--- src/rtl/pow_n_pipe_hs_pkg.sv ---
// Shared defaults and helpers for the pipelined n^POW unit.
package pow_n_pipe_hs_pkg;

    localparam int unsigned DEF_W   = 8;
    localparam int unsigned DEF_POW = 5;
    localparam int unsigned DEF_RW  = 32;

    // One multiply stage per power beyond the first.
    function automatic int unsigned stages_of(input int unsigned pow);
        return pow - 1;
    endfunction

endpackage

--- src/rtl/pow_n_pipe_hs_if.sv ---
// Operand/result handshake bundle for pow_n_pipe_hs; slave = the unit, master = its driver.
interface pow_n_pipe_hs_if
    import pow_n_pipe_hs_pkg::*;
#(
    parameter int unsigned W      = DEF_W,
    parameter int unsigned RW     = DEF_RW,
    parameter int unsigned STAGES = stages_of(DEF_POW)
) ();

    logic              n_vld;
    logic              n_rdy;
    logic [W-1:0]      n;
    logic              res_vld;
    logic              res_rdy;
    logic [RW-1:0]     res;
    logic              res_ovf;
    logic [STAGES-1:0] stage_vld;

    modport master (
        output n_vld, n, res_rdy,
        input  n_rdy, res_vld, res, res_ovf, stage_vld
    );

    modport slave (
        input  n_vld, n, res_rdy,
        output n_rdy, res_vld, res, res_ovf, stage_vld
    );

endinterface

--- src/rtl/pow_n_pipe_hs_stage.sv ---
// One multiply stage: captures operand, running product and sticky overflow when loaded.
module pow_n_pipe_hs_stage
    import pow_n_pipe_hs_pkg::*;
#(
    parameter int unsigned W     = DEF_W,
    parameter int unsigned RW    = DEF_RW,
    parameter bit          FIRST = 1'b0
) (
    input  logic          clk,
    input  logic          rst,
    input  logic          i_load,
    input  logic          i_vld,
    input  logic [W-1:0]  i_op,
    input  logic [RW-1:0] i_p,
    input  logic          i_ovf,
    output logic          o_vld,
    output logic [W-1:0]  o_op,
    output logic [RW-1:0] o_p,
    output logic          o_ovf
);

    localparam int unsigned FW = RW + W;

    logic          r_vld;
    logic [W-1:0]  r_op;
    logic [RW-1:0] r_p;
    logic          r_ovf;

    logic [RW-1:0] w_a;
    logic [FW-1:0] w_full;
    logic          w_ovf_in;
    logic          w_ovf_hi;

    // First stage squares the operand; later stages extend the previous product.
    assign w_a      = FIRST ? RW'(i_op) : i_p;
    assign w_ovf_in = FIRST ? 1'b0 : i_ovf;
    assign w_full   = FW'(w_a) * FW'(i_op);
    assign w_ovf_hi = |w_full[FW-1:RW];

    always_ff @(posedge clk) begin
        if (rst) begin
            r_vld <= 1'b0;
            r_op  <= '0;
            r_p   <= '0;
            r_ovf <= 1'b0;
        end else if (i_load) begin
            r_vld <= i_vld;
            r_op  <= i_op;
            r_p   <= w_full[RW-1:0];
            r_ovf <= w_ovf_in | w_ovf_hi;
        end
    end

    assign o_vld = r_vld;
    assign o_op  = r_op;
    assign o_p   = r_p;
    assign o_ovf = r_ovf;

endmodule

--- src/rtl/pow_n_pipe_hs.sv ---
// Pipelined n^POW with valid/ready on both ends; bubbles collapse ahead of a stalled stage.
module pow_n_pipe_hs
    import pow_n_pipe_hs_pkg::*;
#(
    parameter int unsigned W   = DEF_W,
    parameter int unsigned POW = DEF_POW,
    parameter int unsigned RW  = DEF_RW
) (
    input  logic            clk,
    input  logic            rst,
    pow_n_pipe_hs_if.slave  bus
);

    localparam int unsigned STAGES = stages_of(POW);

    if (W < 1) begin : g_bad_w
        $error("pow_n_pipe_hs: W must be >= 1");
    end
    if (POW < 2 || POW > 8) begin : g_bad_pow
        $error("pow_n_pipe_hs: POW must be in 2..8");
    end
    if (RW < W) begin : g_bad_rw
        $error("pow_n_pipe_hs: RW must be >= W");
    end

    logic [STAGES-1:0] w_vld;
    logic [STAGES-1:0] w_ovf;
    logic [STAGES-1:0] w_load;
    logic [W-1:0]      w_op [STAGES];
    logic [RW-1:0]     w_p  [STAGES];

    for (genvar k = 0; k < STAGES; k++) begin : g_stage
        // A stage may load if downstream accepts or any stage from here to the output is empty.
        assign w_load[k] = bus.res_rdy | ~(&w_vld[STAGES-1:k]);

        if (k == 0) begin : g_first
            pow_n_pipe_hs_stage #(.W(W), .RW(RW), .FIRST(1'b1)) u_stage (
                .clk    (clk),
                .rst    (rst),
                .i_load (w_load[k]),
                .i_vld  (bus.n_vld),
                .i_op   (bus.n),
                .i_p    ('0),
                .i_ovf  (1'b0),
                .o_vld  (w_vld[k]),
                .o_op   (w_op[k]),
                .o_p    (w_p[k]),
                .o_ovf  (w_ovf[k])
            );
        end else begin : g_next
            pow_n_pipe_hs_stage #(.W(W), .RW(RW), .FIRST(1'b0)) u_stage (
                .clk    (clk),
                .rst    (rst),
                .i_load (w_load[k]),
                .i_vld  (w_vld[k-1]),
                .i_op   (w_op[k-1]),
                .i_p    (w_p[k-1]),
                .i_ovf  (w_ovf[k-1]),
                .o_vld  (w_vld[k]),
                .o_op   (w_op[k]),
                .o_p    (w_p[k]),
                .o_ovf  (w_ovf[k])
            );
        end
    end

    assign bus.n_rdy     = w_load[0] & ~rst;
    assign bus.res_vld   = w_vld[STAGES-1];
    assign bus.res       = w_p[STAGES-1];
    assign bus.res_ovf   = w_ovf[STAGES-1];
    assign bus.stage_vld = w_vld;

endmodule

--- src/flat_wrapper.sv ---
// flat-port wrapper written by rule: the top's interface ports become plain ports
module pow_n_pipe_hs_flat import pow_n_pipe_hs_pkg::*;
#(
    parameter int unsigned W   = DEF_W,
    parameter int unsigned POW = DEF_POW,
    parameter int unsigned RW  = DEF_RW
)
  (clk, rst, bus_n_vld, bus_n, bus_res_rdy, bus_n_rdy, bus_res_vld, bus_res, bus_res_ovf, bus_stage_vld);
  pow_n_pipe_hs_if #(.W(W), .RW(RW), .STAGES(4)) bus_i ();
  input  logic clk;
  input  logic rst;
  input wire logic [$bits(bus_i.n_vld)-1:0] bus_n_vld;
  input wire logic [$bits(bus_i.n)-1:0] bus_n;
  input wire logic [$bits(bus_i.res_rdy)-1:0] bus_res_rdy;
  output wire logic [$bits(bus_i.n_rdy)-1:0] bus_n_rdy;
  output wire logic [$bits(bus_i.res_vld)-1:0] bus_res_vld;
  output wire logic [$bits(bus_i.res)-1:0] bus_res;
  output wire logic [$bits(bus_i.res_ovf)-1:0] bus_res_ovf;
  output wire logic [$bits(bus_i.stage_vld)-1:0] bus_stage_vld;
  assign bus_i.n_vld = bus_n_vld;
  assign bus_i.n = bus_n;
  assign bus_i.res_rdy = bus_res_rdy;
  assign bus_n_rdy = bus_i.n_rdy;
  assign bus_res_vld = bus_i.res_vld;
  assign bus_res = bus_i.res;
  assign bus_res_ovf = bus_i.res_ovf;
  assign bus_stage_vld = bus_i.stage_vld;
  pow_n_pipe_hs #(.W(W), .POW(POW), .RW(RW)) u_core (.clk(clk), .rst(rst), .bus(bus_i));
endmodule
--- config.mk ---
export PLATFORM = sky130hd
export DESIGN_NAME = pow_n_pipe_hs_flat
export DESIGN_NICKNAME = d
export VERILOG_FILES = /design/src/rtl/pow_n_pipe_hs_pkg.sv /design/src/rtl/pow_n_pipe_hs_if.sv /design/src/rtl/pow_n_pipe_hs_stage.sv /design/src/rtl/pow_n_pipe_hs.sv /design/src/flat_wrapper.sv
export SDC_FILE = /design/constraint.sdc
export NUM_CORES = 2
export LEC_CHECK = 0
export BUFFER_PORTS_ARGS = -buffer_cell sky130_fd_sc_hd__clkbuf_2
export CELL_PAD_IN_SITES_DETAIL_PLACEMENT = 2
export CELL_PAD_IN_SITES_GLOBAL_PLACEMENT = 2
export CORE_MARGIN = 2
export CORE_UTILIZATION = 45
export CTS_BUF_LIST = sky130_fd_sc_hd__clkbuf_8
export CTS_CLUSTER_DIAMETER = 120
export DETAILED_ROUTE_END_ITERATION = 16
export PLACE_DENSITY_LB_ADDON = 0.1
export RECOVER_POWER = 100
export REMOVE_ABC_BUFFERS = 1
export SLEW_MARGIN = 20
export SYNTH_ARGS = -nofsm -noshare
export SYNTH_HDL_FRONTEND = slang
export SYNTH_SLANG_ARGS = --single-unit
--- constraint.sdc ---
create_clock -name clk -period 10.3 [get_ports clk]
set_clock_uncertainty 0.15 [all_clocks]
set_input_delay 2.06 -clock clk [delete_from_list [all_inputs] [get_ports clk]]
set_output_delay 2.06 -clock clk [all_outputs]
set_load 0.01 [all_outputs]
-- Word level (Yosys, flattened, before mapping)
Cells that the tools add are included.
- reductions and logical operators: 7
- multipliers: 4
- bitwise gates (word level): 13
- operator list (cell ; number):
    multiplier 32 x 8 -> 40 bit ; 3
    OR reduction 8 bit ; 3
    multiplier 8 x 8 -> 16 bit ; 1
    OR reduction 8 bit (first input constant) ; 1
    OR 1 bit ; 7
    NOT 1 bit ; 5
    AND reduction 4 bit ; 1
    AND reduction 3 bit ; 1
    AND reduction 2 bit ; 1
    AND 1 bit ; 1
- register bits after elaboration: 160
- word-level logic and storage cells: 39

-- Longest topological paths before layout
- depth in word-level cells: 4
- depth in mapped cells: 22
- gate-level depth less buffers: 20

-- Hierarchy
From an unflattened synthesis, not the netlist that was laid out.
- cell total of the unflattened synthesis: 3580
- area total of the unflattened synthesis: 31745.4 um^2
- by module, submodules not included (module ; sequential area each (um^2) ; instances ; area each (um^2) ; cells each):
    pow_n_pipe_hs_stage (u_core.g_stage[3].g_next.u_stage) ; 840.8 ; 1 ; 9708.1 ; 1083
    pow_n_pipe_hs_stage (u_core.g_stage[1].g_next.u_stage) ; 840.8 ; 1 ; 9659.3 ; 1097
    pow_n_pipe_hs_stage (u_core.g_stage[2].g_next.u_stage) ; 840.8 ; 1 ; 9629.2 ; 1077
    pow_n_pipe_hs_stage (u_core.g_stage[0].g_first.u_stage) ; 460.4 ; 1 ; 2688.8 ; 315
    pow_n_pipe_hs ; 0.0 ; 1 ; 60.1 ; 8

-- Worst setup path after synthesis
No wires, ideal clock.
- path type: in2reg
- from: input port bus_n[1]
- to: register u_core.g_stage[0].g_first.u_stage.r_p[15]
- setup time: 0.070 ns
- stages on the path: 19
- arrival time: 5.911 ns
- data required time: 10.080 ns
- setup slack: 4.169 ns
- path through: clkbuf_1 > and2_1 > fa_1 > inv_1 > fa_1 > inv_1 > ha_1 > fa_1 > ha_1 > a21o_1 > a21o_1 > a21o_1 > a21o_1 > a21oi_1 > o21ai_1 > o41ai_1 > xor2_1 > nand2_1 > a21oi_1
- word-level cells in the longest chain between the ends: 1
- ends and longest elaborated chain (item ; RTL line ; source):
    start: declaration ; flat_wrapper.sv:13 ; input wire logic [$bits(bus_i.n)-1:0] bus_n;
    multiplier 8 x 8 -> 16 bit ; pow_n_pipe_hs_stage.sv:37 ; assign w_full = FW'(w_a) * FW'(i_op);
    end signal: assignment ; pow_n_pipe_hs_stage.sv:49 ; r_p <= w_full[RW-1:0];
    end: declaration ; pow_n_pipe_hs_stage.sv:26 ; logic [RW-1:0] r_p;
Every way passes these cells.
A chain may end at the register's enable or synchronous reset.

-- Worst setup path in the final report
- from: input port bus_res_rdy
- to: output port bus_n_rdy
- word-level cells in the longest chain between the ends: 2
- ends and longest elaborated chain (item ; RTL line ; source):
    start: declaration ; flat_wrapper.sv:14 ; input wire logic [$bits(bus_i.res_rdy)-1:0] bus_res_rdy;
    OR 1 bit ; pow_n_pipe_hs.sv:34 ; assign w_load[k] = bus.res_rdy | ~(&w_vld[STAGES-1:k]);
    AND 1 bit ; pow_n_pipe_hs.sv:67 ; assign bus.n_rdy = w_load[0] & ~rst;
    end: declaration ; flat_wrapper.sv:15 ; output wire logic [$bits(bus_i.n_rdy)-1:0] bus_n_rdy;
Every way passes these cells.

==> flow_metrics.tcl <==
set metrics [dict create \
    dieArea_um2 55400 \
    global_route.peak_usage_layer "met2" \
    power.static_leakage_nw 11.9 \
    syn-instance-count 2841 \
    drtPass1Iterations 7 \
    max_clock_freq_mhz 127 \
    layout-area-overhead-vs-synth_pct 4.27 \
    rsz0062_at_grt "no" \
    groute.layer.met2.usage_pct 53.1 \
    total_vias_in_the_final_route 18900 \
    worstRegToRegCells 19 \
    synthArstFlopShare_pct 0 \
    cts_buffers 17 \
    synth.yosys.warnings 0 \
    regToRegEndpoint "u_core.g_stage[3].g_next.u_stage.o_ovf" \
    final.min_clock_period_ns 7.87 \
    finish.net_count 3417 \
    hold_depth 2 \
    startpoint "bus_res_rdy" \
    postCtsHoldBufs 0 \
    finalWirelength_um 72200 \
    maxSlewViolCount 153 \
    layout.cells.most_common_list "sky130_fd_sc_hd__nand2_1, sky130_fd_sc_hd__inv_1, sky130_fd_sc_hd__fa_1" \
    timing.critical_path.to_type "output port" \
    clk_transition_reported_paths_ns 0.08 \
    grt_usage_pct 27.3 \
    antenna_left 0 \
    dieHeight_um 235 \
    critPathRequiredTime_ns 8.09 \
    outcome "finished, violations left" \
    path_class_of_the_lowest_slack_min_delay_path "reg -> reg" \
    ctsResizeCount 0 \
    grt_pass1_vias 22800 \
    io_pins 51 \
    timing.critical_path.arrival_ns 5.66 \
    vias_per_cell 5.43 \
    syn-cell-area_um2 24100 \
    number_of_core_rows 84 \
    setup_viol 0 \
    ctsRootBufferMaster "sky130_fd_sc_hd__clkbuf_8" \
    initial_utilization_pct 45.6 \
    grt_first_pass_wirelength_um 121000 \
    crit_type "in -> out" \
    synth-edff-count 0 \
    dpl.hpwl_um 57900 \
    die_x_um 235 \
    worst_hold_slack_ns 0.306 \
    regToRegStartpoint "u_core.g_stage[2].g_next.u_stage.o_op[3]" \
    cp_launch_type "input port" \
    synth_sequential_area_ratio_pct 11.0 \
    clock_sinks 132 \
    r2r_slack_ns 3.52 \
    grt_max_degree 71 \
    post_route_cells_drive_above_1_share_pct 2.61 \
    layout_worst_path_cycle_share_pct 76.4 \
    setup.worst_path.end "bus_n_rdy" \
    wire_per_inst_um 20.7 \
    io_buffer_count 50 \
    mostFrequentLayoutCell "sky130_fd_sc_hd__nand2_1" \
    hold_violations 0 \
    use_met1_pct 31.5 \
    clock_latency_ns 0.58 \
    layout.filler_cells 5890 \
    worstMarginPinSlew_ns 2.01 \
    grt_util_met3_pct 2.88 \
    first_iter_violations 626 \
    yosysUniqueCellTypes 68 \
    grt_overflow_total 0 \
    violations_in_the_final_reports "max-capacitance violations, max-slew violations" \
    cts_tree "yes" \
    core-area_um2 52800 \
    setup_tns_ns 0 \
    gp_routability_congestion 0.818 \
    grt_antenna_before_repair 1 \
    power_density_nw_per_um2 95.8 \
    cp_max_fo 35 \
    synth_area_per_cell_um2 8.48 \
    yosys_most_used_dff "sky130_fd_sc_hd__dfxtp_1" \
    post_cts.repair.setup_buffers 0 \
    post-route-drc-count 0 \
    yosys_register_bits 132 \
    postLayoutCoreUtil_pct 47.6 \
    peakVddDrop_mv 0.0911 \
    max-slew-margin-rel_pct -34.2 \
    cts_htree_levels 4 \
    timing.max_cap.violations 4 \
    clock_tree.buffer_depth 2 \
]
## worst min path at each step
stage | slack (ns) | from | to
CTS | 0.31 | u_core.g_stage[2].g_next.u_stage.o_op[7] | u_core.g_stage[2].g_next.u_stage.o_op[7]
global placement | 0.29 | u_core.g_stage[3].g_next.u_stage.o_p[13] | u_core.g_stage[3].g_next.u_stage.o_p[13]
finish | 0.31 | u_core.g_stage[3].g_next.u_stage.o_p[15] | u_core.g_stage[3].g_next.u_stage.o_p[15]
detailed placement | 0.30 | u_core.g_stage[2].g_next.u_stage.o_op[7] | u_core.g_stage[2].g_next.u_stage.o_op[7]
floorplan | 0.32 | u_core.g_stage[3].g_next.u_stage.o_p[0] | u_core.g_stage[3].g_next.u_stage.o_p[0]
global route | 0.33 | u_core.g_stage[3].g_next.u_stage.o_p[22] | u_core.g_stage[3].g_next.u_stage.o_p[22]
## Yosys cell counts, types with 19 or more instances
master                     number  area (um2)
sky130_fd_sc_hd__dfxtp_1      132        2640
sky130_fd_sc_hd__nand2_1      471        1770
sky130_fd_sc_hd__inv_1        440        1650
sky130_fd_sc_hd__nor2_1        76         285
sky130_fd_sc_hd__a21oi_1      180         901
sky130_fd_sc_hd__clkbuf_1     134         503
sky130_fd_sc_hd__o21ai_0       37         185
sky130_fd_sc_hd__nand3_1       19        95.1
sky130_fd_sc_hd__fa_1         426        8530
sky130_fd_sc_hd__a211oi_1      23         173
sky130_fd_sc_hd__ha_1         195        2440
sky130_fd_sc_hd__xor2_1        26         228
sky130_fd_sc_hd__xnor2_1       52         455
sky130_fd_sc_hd__a21o_1        46         345
sky130_fd_sc_hd__and2_1       378        2360
## stage by stage
stage	cells	area, um2	setup slack [ns]	total power (W)
detailed placement	3453	24800	3.64	0.00189
finish	3485	25100	2.43	0.00240
floorplan	2696	23500	3.41	0.00149
global route	3485	25100	1.99	0.00261
CTS	3484	25200	3.82	0.00244
global placement	3453	24800	3.82	0.00177
## routing by layer
metal / part of all wire [%] / up-vias / wire (um)
met3: 1.6 / 76 / 1180
met2: 55 / 182 / 39800
li1: - / 8670 / -
met1: 41 / 9979 / 29900
met4: 1.8 / 0 / 1320
met5: 0 / - / 0
## worst max-delay path, stage by stage
cell	delay, ns
sky130_fd_sc_hd__clkbuf_1	0.10
sky130_fd_sc_hd__nor2b_2	0.13
sky130_fd_sc_hd__clkbuf_1	1.30
sky130_fd_sc_hd__and3_1	0.31
sky130_fd_sc_hd__clkbuf_1	1.16
sky130_fd_sc_hd__and2_1	0.35
sky130_fd_sc_hd__nor2_1	0.06
sky130_fd_sc_hd__clkbuf_1	0.16
## cell type report
type	count	area [um2]	area share, %
multi-input combinational	2124	19200	76.4
timing repair buffer	69	327	1.30
clock inverter	14	201	0.802
sequential	132	2650	10.6
inverter	440	1650	6.58
antenna	1	2.50	0.00997
tap	688	861	3.43
clock buffer	17	234	0.932
## flip-flops by register name, summed over array words and instances, names as in the netlist
signal	count
u_core.g_stage.g_first.u_stage.o_vld	1
u_core.g_stage.g_next.u_stage.o_ovf	2
u_core.g_stage.g_first.u_stage.o_p	14
u_core.g_stage.g_next.u_stage.o_op	16
u_core.g_stage.g_next.u_stage.o_vld	3
u_core.g_stage.g_next.u_stage.o_p	88
u_core.g_stage.g_first.u_stage.o_op	8
## logic make-up (layout without fill, tap and decap cells)
logic type	Yosys count	count (layout)	synth area share, %
AND/OR/NAND/NOR	1032	1032	21.1
adder cells (fa/ha/maj)	621	621	45.5
buffers and inverters	585	540	9.24
AO/OA/AOI/OAI	392	392	10.2
flip-flops	132	132	11.0
XOR/XNOR	78	78	2.84
multiplexers	1	1	0.0468
other	0	1	0
## power breakdown
group	internal, W	leakage (nW)	switching, W
clock network	0.000265	0.213	0.000275
logic	0.000469	10.6	0.000648
registers	0.000573	1.08	0.000175
total	0.00131	11.9	0.00110
Note: power is estimated with default switching activity, not from simulation.
